<file path="config.mk">
export PLATFORM = sky130hd
export DESIGN_NAME = inst_mem_loader_flat
export DESIGN_NICKNAME = d
export VERILOG_FILES = /design/src/rtl/inst_mem_loader_pkg.sv /design/src/rtl/inst_mem_loader_if.sv /design/src/rtl/inst_mem_loader_xor_accum.sv /design/src/rtl/inst_mem_loader.sv /design/src/flat_wrapper.sv
export SDC_FILE = /design/constraint.sdc
export NUM_CORES = 1
export LEC_CHECK = 0
export ABC_AREA = 1
export BUFFER_PORTS_ARGS = -buffer_cell sky130_fd_sc_hd__buf_2
export CAP_MARGIN = 20
export CORE_MARGIN = 2
export CORE_UTILIZATION = 30
export DETAILED_ROUTE_END_ITERATION = 12
export PLACE_DENSITY = 0.5
export SLEW_MARGIN = 20
export SYNTH_ARGS = -nofsm -noshare
export SYNTH_HDL_FRONTEND = slang
export SYNTH_SLANG_ARGS = --single-unit
</file>
<file path="constraint.sdc">
create_clock -name clk -period 2.77 [get_ports clk]
set_input_delay 0.277 -clock clk [delete_from_list [all_inputs] [get_ports clk]]
set_output_delay 0.277 -clock clk [all_outputs]
set_load 0.01 [all_outputs]
</file>
<file path="src/rtl/inst_mem_loader_pkg.sv">
// inst_mem_loader_pkg: shared definitions for the instruction memory loader,
// the instruction memory, the program counter and the decoder.
package inst_mem_loader_pkg;

    // Default encoded instruction width
    localparam int unsigned INST_W_DEFAULT = 8;

    // Loader states
    typedef enum logic [2:0] {
        ST_IDLE  = 3'd0,
        ST_LOAD  = 3'd1,
        ST_CHECK = 3'd2,
        ST_DONE  = 3'd3,
        ST_ERROR = 3'd4
    } state_t;

    // Instruction fields: opcode in the top bits, operand below
    localparam int unsigned OPC_W   = 3;
    localparam int unsigned OPC_LSB = INST_W_DEFAULT - OPC_W;
    localparam int unsigned OPD_W   = OPC_LSB;

    localparam logic [OPC_W-1:0] OPC_NOP = 3'd0;
    localparam logic [OPC_W-1:0] OPC_LDI = 3'd1;
    localparam logic [OPC_W-1:0] OPC_ADD = 3'd2;
    localparam logic [OPC_W-1:0] OPC_SUB = 3'd3;
    localparam logic [OPC_W-1:0] OPC_JMP = 3'd4;
    localparam logic [OPC_W-1:0] OPC_JZ  = 3'd5;
    localparam logic [OPC_W-1:0] OPC_OUT = 3'd6;
    localparam logic [OPC_W-1:0] OPC_HLT = 3'd7;

    // Extract the opcode field from an encoded instruction
    function automatic logic [OPC_W-1:0] opcode_of(input logic [INST_W_DEFAULT-1:0] inst);
        return inst[OPC_LSB +: OPC_W];
    endfunction

endpackage

</file>
<file path="src/rtl/inst_mem_loader_if.sv">
// inst_mem_loader_if: load request, byte stream and memory write port of the
// instruction memory loader. slave = loader side, master = source side.
interface inst_mem_loader_if
    import inst_mem_loader_pkg::*;
#(
    parameter int unsigned ADDR_W = 4,
    parameter int unsigned INST_W = INST_W_DEFAULT
) ();
    logic              start_i;
    logic [ADDR_W-1:0] last_i;
    logic              in_valid_i;
    logic [INST_W-1:0] in_data_i;
    logic              in_ready_o;
    logic              we_o;
    logic [ADDR_W-1:0] waddr_o;
    logic [INST_W-1:0] wdata_o;
    logic              run_o;
    logic              busy_o;
    logic              err_o;

    modport slave (
        input  start_i, last_i, in_valid_i, in_data_i,
        output in_ready_o, we_o, waddr_o, wdata_o, run_o, busy_o, err_o
    );

    modport master (
        output start_i, last_i, in_valid_i, in_data_i,
        input  in_ready_o, we_o, waddr_o, wdata_o, run_o, busy_o, err_o
    );
endinterface

</file>
<file path="src/rtl/inst_mem_loader_xor_accum.sv">
// xor_accum: running XOR of a byte stream with synchronous clear and enable.
// Only built when INST_LOADER_CHECKSUM_EN is defined, the sole consumer.
`ifdef INST_LOADER_CHECKSUM_EN
module xor_accum #(
    parameter int unsigned W = 8
) (
    input  logic         clk,
    input  logic         rst_n,
    input  logic         clr,
    input  logic         en,
    input  logic [W-1:0] din,
    output logic [W-1:0] acc
);
    // Clear wins over accumulate
    always_ff @(posedge clk or negedge rst_n) begin
        if (!rst_n)   acc <= '0;
        else if (clr) acc <= '0;
        else if (en)  acc <= acc ^ din;
    end
endmodule
`endif

</file>
<file path="src/rtl/inst_mem_loader.sv">
// inst_mem_loader: streams instruction bytes into the instruction memory at
// consecutive addresses from 0, then releases the core via run_o.
// Optional trailing XOR checksum byte: INST_LOADER_CHECKSUM_EN.
module inst_mem_loader
    import inst_mem_loader_pkg::*;
#(
    parameter int unsigned ADDR_W = 4,
    parameter int unsigned INST_W = INST_W_DEFAULT
) (
    input  logic              clk,
    input  logic              rst_n,
    inst_mem_loader_if.slave  bus
);
    state_t            state_q, state_nxt;
    logic [ADDR_W-1:0] cnt_q, last_q;
    logic              ready_q, busy_q, run_q, we_q;
    logic [ADDR_W-1:0] waddr_q;
    logic [INST_W-1:0] wdata_q;
    logic              start_ok, hs_load;

`ifdef INST_LOADER_CHECKSUM_EN
    logic [INST_W-1:0] acc;
    logic              err_q;

    xor_accum #(.W(INST_W)) u_xor_accum (
        .clk   (clk),
        .rst_n (rst_n),
        .clr   (start_ok),
        .en    (hs_load),
        .din   (bus.in_data_i),
        .acc   (acc)
    );
`endif

    // Next-state: accept start when not busy, count bytes, finish on the last
    always_comb begin
        state_nxt = state_q;
        start_ok  = 1'b0;
        hs_load   = 1'b0;
        case (state_q)
            ST_IDLE, ST_DONE: begin
                if (bus.start_i) begin
                    start_ok  = 1'b1;
                    state_nxt = ST_LOAD;
                end
            end
            ST_LOAD: begin
                if (bus.in_valid_i && ready_q) begin
                    hs_load = 1'b1;
                    // Compare before increment so last=2^ADDR_W-1 never wraps early
                    if (cnt_q == last_q) begin
`ifdef INST_LOADER_CHECKSUM_EN
                        state_nxt = ST_CHECK;
`else
                        state_nxt = ST_DONE;
`endif
                    end
                end
            end
`ifdef INST_LOADER_CHECKSUM_EN
            ST_CHECK: begin
                if (bus.in_valid_i && ready_q)
                    state_nxt = (bus.in_data_i == acc) ? ST_DONE : ST_ERROR;
            end
            ST_ERROR: begin
                if (bus.start_i) begin
                    start_ok  = 1'b1;
                    state_nxt = ST_LOAD;
                end
            end
`endif
            default: state_nxt = ST_IDLE;
        endcase
    end

    // State register plus Moore status flags registered from the next state
    always_ff @(posedge clk or negedge rst_n) begin
        if (!rst_n) begin
            state_q <= ST_IDLE;
            ready_q <= 1'b0;
            busy_q  <= 1'b0;
            run_q   <= 1'b0;
`ifdef INST_LOADER_CHECKSUM_EN
            err_q   <= 1'b0;
`endif
        end else begin
            state_q <= state_nxt;
            ready_q <= (state_nxt == ST_LOAD) || (state_nxt == ST_CHECK);
            busy_q  <= (state_nxt == ST_LOAD) || (state_nxt == ST_CHECK);
            run_q   <= (state_nxt == ST_DONE);
`ifdef INST_LOADER_CHECKSUM_EN
            err_q   <= (state_nxt == ST_ERROR);
`endif
        end
    end

    // Address counter and latched last address
    always_ff @(posedge clk or negedge rst_n) begin
        if (!rst_n) begin
            cnt_q  <= '0;
            last_q <= '0;
        end else if (start_ok) begin
            cnt_q  <= '0;
            last_q <= bus.last_i;
        end else if (hs_load) begin
            cnt_q  <= cnt_q + ADDR_W'(1);
        end
    end

    // Registered write port: one-cycle pulse, address/data held between writes
    always_ff @(posedge clk or negedge rst_n) begin
        if (!rst_n) begin
            we_q    <= 1'b0;
            waddr_q <= '0;
            wdata_q <= '0;
        end else begin
            we_q <= hs_load;
            if (hs_load) begin
                waddr_q <= cnt_q;
                wdata_q <= bus.in_data_i;
            end
        end
    end

    assign bus.in_ready_o = ready_q;
    assign bus.busy_o     = busy_q;
    assign bus.run_o      = run_q;
    assign bus.we_o       = we_q;
    assign bus.waddr_o    = waddr_q;
    assign bus.wdata_o    = wdata_q;
`ifdef INST_LOADER_CHECKSUM_EN
    assign bus.err_o      = err_q;
`else
    assign bus.err_o      = 1'b0;
`endif

endmodule
</file>
<file path="src/flat_wrapper.sv">
// flat-port wrapper written by rule: the top's interface ports become plain ports
module inst_mem_loader_flat import inst_mem_loader_pkg::*;
#(
    parameter int unsigned ADDR_W = 4,
    parameter int unsigned INST_W = INST_W_DEFAULT
)
  (clk, rst_n, bus_start_i, bus_last_i, bus_in_valid_i, bus_in_data_i, bus_in_ready_o, bus_we_o, bus_waddr_o, bus_wdata_o, bus_run_o, bus_busy_o, bus_err_o);
  inst_mem_loader_if #(.ADDR_W(ADDR_W), .INST_W(INST_W)) bus_i ();
  input  logic clk;
  input  logic rst_n;
  input wire logic [$bits(bus_i.start_i)-1:0] bus_start_i;
  input wire logic [$bits(bus_i.last_i)-1:0] bus_last_i;
  input wire logic [$bits(bus_i.in_valid_i)-1:0] bus_in_valid_i;
  input wire logic [$bits(bus_i.in_data_i)-1:0] bus_in_data_i;
  output wire logic [$bits(bus_i.in_ready_o)-1:0] bus_in_ready_o;
  output wire logic [$bits(bus_i.we_o)-1:0] bus_we_o;
  output wire logic [$bits(bus_i.waddr_o)-1:0] bus_waddr_o;
  output wire logic [$bits(bus_i.wdata_o)-1:0] bus_wdata_o;
  output wire logic [$bits(bus_i.run_o)-1:0] bus_run_o;
  output wire logic [$bits(bus_i.busy_o)-1:0] bus_busy_o;
  output wire logic [$bits(bus_i.err_o)-1:0] bus_err_o;
  assign bus_i.start_i = bus_start_i;
  assign bus_i.last_i = bus_last_i;
  assign bus_i.in_valid_i = bus_in_valid_i;
  assign bus_i.in_data_i = bus_in_data_i;
  assign bus_in_ready_o = bus_i.in_ready_o;
  assign bus_we_o = bus_i.we_o;
  assign bus_waddr_o = bus_i.waddr_o;
  assign bus_wdata_o = bus_i.wdata_o;
  assign bus_run_o = bus_i.run_o;
  assign bus_busy_o = bus_i.busy_o;
  assign bus_err_o = bus_i.err_o;
  inst_mem_loader #(.ADDR_W(ADDR_W), .INST_W(INST_W)) u_core (.clk(clk), .rst_n(rst_n), .bus(bus_i));
endmodule
</file>
# Word level (Yosys, flattened, before mapping)

Index checks and enable logic that the tools add are counted.

Multiplexer cells: 10
Add/subtract/negate cells: 1
Reductions and logical operators: 5
Eq/ne operators: 6

Operators with widths:

| operator              | number |
|---|---|
| $eq A3 B2 Y1 const B  | 3 |
| $mux W3               | 3 |
| $mux W4               | 2 |
| $eq A3 B1 Y1 const B  | 2 |
| $pmux W3 S2           | 1 |
| $add A4 B1 Y4 const B | 1 |
| $eq A4 B4 Y1          | 1 |
| $mux W1               | 4 |
| $logic_not A3 Y1      | 1 |
| $reduce_bool A2 Y1    | 1 |
| $reduce_or A2 Y1      | 1 |
| $logic_and A1 B1 Y1   | 1 |
| $logic_or A1 B1 Y1    | 1 |

Register bits: 26
Input bits: 16
Logic and storage cells: 30
Output and inout bits: 17

# Depth between registers and ports, before layout

Word-level depth: 6
Gate-level depth with buffers: 7
Depth with buffers taken out: 7

# Least setup slack after synthesis

OpenSTA, ideal clock, no wires.

Path kind: reg-to-reg
From: reg u_core.state_q[1]
To: reg u_core.waddr_q[0], in the netlist u_core.bus.waddr_o[0]
Data arrival time: 969 ps
Clock period less this slack: 1086 ps
Buffers on the path: 1
Required time: 2653 ps
Cell stages (with the launch flop): 8
Setup slack: 1684 ps
Library setup time: 117 ps
Path through: dfrtp_1 -> inv_1 -> nand3_2 -> nor2_4 -> inv_4 -> buf_6 -> nand2_1 -> nand2_1

Word-level cells in the longest chain between the ends: 2

RTL lines:

| item                   | line                   | RTL |
|---|---|---|
| start, declared        | inst_mem_loader.sv:14  | `state_t state_q, state_nxt;` |
| start signal, assigned | inst_mem_loader.sv:87  | `state_q <= state_nxt;` |
| $eq A3 B1 Y1           | inst_mem_loader.sv:40  | `case (state_q)` |
| $mux W1                | inst_mem_loader.sv:40  |  |
| end signal, assigned   | inst_mem_loader.sv:119 | `waddr_q <= cnt_q;` |
| end, declared          | inst_mem_loader.sv:17  | `logic [ADDR_W-1:0] waddr_q;` |

No other way between the ends.
A chain may end at the register's enable or synchronous reset.

# Worst setup path in the final report

From: reg u_core.state_q[1]
To: reg u_core.waddr_q[1], in the netlist u_core.bus.waddr_o[1]

Same word-level chain as after synthesis.

==> results.json <==
{
  "status": "finished with violations",
  "violations": "hold timing",
  "tns_ps": 0,
  "drc": 0,
  "cts_sinks": 26,
  "finalCritPeriodShare_pct": 48.6,
  "use_met1_pct": 15.2,
  "synth_edf_count": 0,
  "drt_first_iter_violations": 44,
  "min_period_ps": 1350,
  "wl_mm": 2.17,
  "fin_nets": 177,
  "start_util_pct": 30.9,
  "cts_setup_buffers": 0,
  "syn_inst": 128,
  "first_pass_iters": 3,
  "gp_congestion": 0.669,
  "yosys.area.top_type": "dfrtp_1",
  "dieArea_um2": 4220,
  "whs_ps": -6.69,
  "io-pin-count": 33,
  "p_leak_nw": 0.776,
  "ff2ff_setup_slack_ps": 1420,
  "n_fill_cell": 399,
  "cts_buffers": 3,
  "rsz0062_at_grt": "false",
  "grt.total_usage_pct": 12.3,
  "clk_latency_ps": 280,
  "grt_antenna_before_repair": 0,
  "rows": 22,
  "finClkSkew_ps": 7.02,
  "core_area_um2": 3610,
  "wl_per_cell_um": 10.5,
  "max_slew_margin_pct": 61.0,
  "max_clock_freq_mhz": 742,
  "synthTopCellsByArea": "dfrtp_1, nand2_1, inv_1",
  "async_flop_share_pct": 100,
  "grt_first_pass_wirelength_mm": 3.92,
  "power_density_nw_per_um2": 666,
  "syn_area_per_cell_um2": 8.70,
  "globalRouteMet3Util_pct": 2.78,
  "utilization_pct": 37.8,
  "h-tree-depth": 1,
  "synthFlopType": "dfrtp_1",
  "ys_ff_latch": 26,
  "root_buffer": "clkbuf_8",
  "die_w_um": 64.9,
  "setup_viol": 0,
  "syn_area_um2": 1110,
  "final_antenna_net_count": 0,
  "yosysSeqAreaShare_pct": 58.4,
  "via_count": 863,
  "clk_pin_slew_worst_paths_ps": 100,
  "startpoint_type": "flop",
  "grtUsageMet2_pct": 19.5,
  "worst-path-max-fanout": 18,
  "ys_types": 17,
  "crit_path_end": "u_core.bus.waddr_o[1]$_DFFE_PN0P_",
  "grt-ovfl-total": 0,
  "postLayoutCellArea_um2": 1360,
  "startpoint": "u_core.state_q[1]$_DFF_PN0_",
  "dpl-instance-area_um2": 1290,
  "arrival_ps": 1510,
  "dp_hpwl_mm": 1.54,
  "grt-busiest-layer": "met2",
  "r2r-start": "u_core.state_q[1]$_DFF_PN0_",
  "critPathKind": "reg -> reg",
  "portBuffers": 31,
  "viasPerCell": 4.17,
  "grt_pass1_vias": 890,
  "ys_warn_count": 0,
  "cts_resized": 0,
  "crit_required_ps": 2930,
  "p_total_uw": 908,
  "synth_top_area_share_pct": 58.4,
  "worst_pin_slew_ps": 585,
  "hp-class": "in -> async",
  "die_h_um": 64.9,
  "grt_max_degree": 27,
  "syn2layout_area_growth_pct": 22.4,
  "peakVddDrop_mv": 0.197,
  "drv_cap": 0,
  "cp-end-kind": "flop",
  "cts_buffer_depth": 2,
  "cts_tree": "yes",
  "reg2reg_depth": 6,
  "hold_viol": 16,
  "layout-drive-gt1-share_pct": 24.5,
  "slew_viol_final": 0,
  "r2r-end": "u_core.bus.waddr_o[1]$_DFFE_PN0P_",
  "cts_hold_buffers": 0,
  "n_antenna_cell": 0
}
-- final cells by class --
type                    count  area [µm²]  area share (%)
inverters                  13        51.3            3.76
clock inverters             1        30.0            2.20
repair buffers             31         155            11.4
multi-input cells          85         374            27.5
well taps                  48        60.1            4.41
clock buffers               3        41.3            3.03
flip-flops and latches     26         651            47.8
-- flip-flops by register name, indices dropped and copies added, names as in the netlist --
signal / flops
u_core.bus.waddr_o: 4
u_core.bus.in_ready_o: 1
u_core.state_q: 3
u_core.bus.wdata_o: 8
u_core.bus.we_o: 1
u_core.cnt_q: 4
u_core.last_q: 4
u_core.bus.run_o: 1
-- Yosys cell counts (4+ instances only) --
cell,count
nand2_1,49
dfrtp_1,26
inv_1,12
nor2_1,12
a21oi_1,6
nand3_1,5
o21ai_0,5
buf_4,4
-- where the power goes --
group	internal (mW)	switching (mW)	leakage (nW)
logic	0.0571	0.0805	0.407
registers	0.426	0.0272	0.334
clock network	0.194	0.124	0.0357
total	0.676	0.231	0.776
-- routing by layer --
layer / part of all wire (%) / routed length, µm / vias up
li1: - / - / 452
met1: 47 / 1010 / 392
met2: 48 / 1030 / 15
met3: 3.5 / 75 / 4
met4: 2.4 / 53 / 0
met5: 0 / 0 / -
-- worst max-delay path, cell delays in order, from the launching register on --
cell	delay, ps
dfrtp_1	390
inv_1	100
nand3_2	90
nor2_4	330
inv_4	160
nand2_1	80
o21ai_0	70
-- how the worst min path moves through the flow --
| stage | start | to | slack, ps |
|---|---|---|---|
| final | rst_n | u_core.last_q[2]$_DFFE_PN0P_ | -7 |
| after floorplan | rst_n | u_core.bus.in_ready_o$_DFF_PN0_ | -20 |
| after global routing | rst_n | u_core.last_q[2]$_DFFE_PN0P_ | 30 |
| after CTS | rst_n | u_core.last_q[2]$_DFFE_PN0P_ | 10 |
| after detailed placement | rst_n | u_core.bus.waddr_o[2]$_DFFE_PN0P_ | 330 |
| after global placement | rst_n | u_core.bus.waddr_o[1]$_DFFE_PN0P_ | 310 |
-- layout by cell type (no fill, tap or decap) --
cell       Yosys  layout
a21oi_1        6       6
a21oi_2        1       1
buf_2          0      31
bufinv_16      0       1
clkbuf_8       0       3
conb_1         1       2
dfrtp_1       26      26
ha_1           1       1
inv_1         12      12
inv_4          1       1
nand2_1       49      49
nand3_1        5       5
nand3_2        1       1
nand4_1        1       1
nor2_1        12      12
nor2_4         1       1
o21ai_0        5       5
xor2_1         1       1
-- logic make-up (layout without fill, tap and decap cells) --
| kind of cell | after synthesis | count (layout) | synth area share, % |
|---|---|---|---|
| AND/OR/NAND/NOR | 69 | 69 | 25.3 |
| adder cells (fa/ha/maj) | 1 | 1 | 1.12 |
| other | 1 | 2 | 0.337 |
| AO/OA/AOI/OAI | 12 | 12 | 5.73 |
| flip-flops | 26 | 26 | 58.4 |
| buffers and inverters | 18 | 48 | 8.31 |
| XOR/XNOR | 1 | 1 | 0.787 |
-- through the flow --
step           setup slack (ps)  instances  hold slack [ps]
3_5_place_dp               1430        203              326
3_3_place_gp               1470        203              314
6_report                   1420        207            -6.69
2_1_floorplan              1680        129            -18.6
4_1_cts                    1410        207             14.3
5_1_grt                    1250        207             30.5
Note: power is estimated with default switching activity, not from simulation.
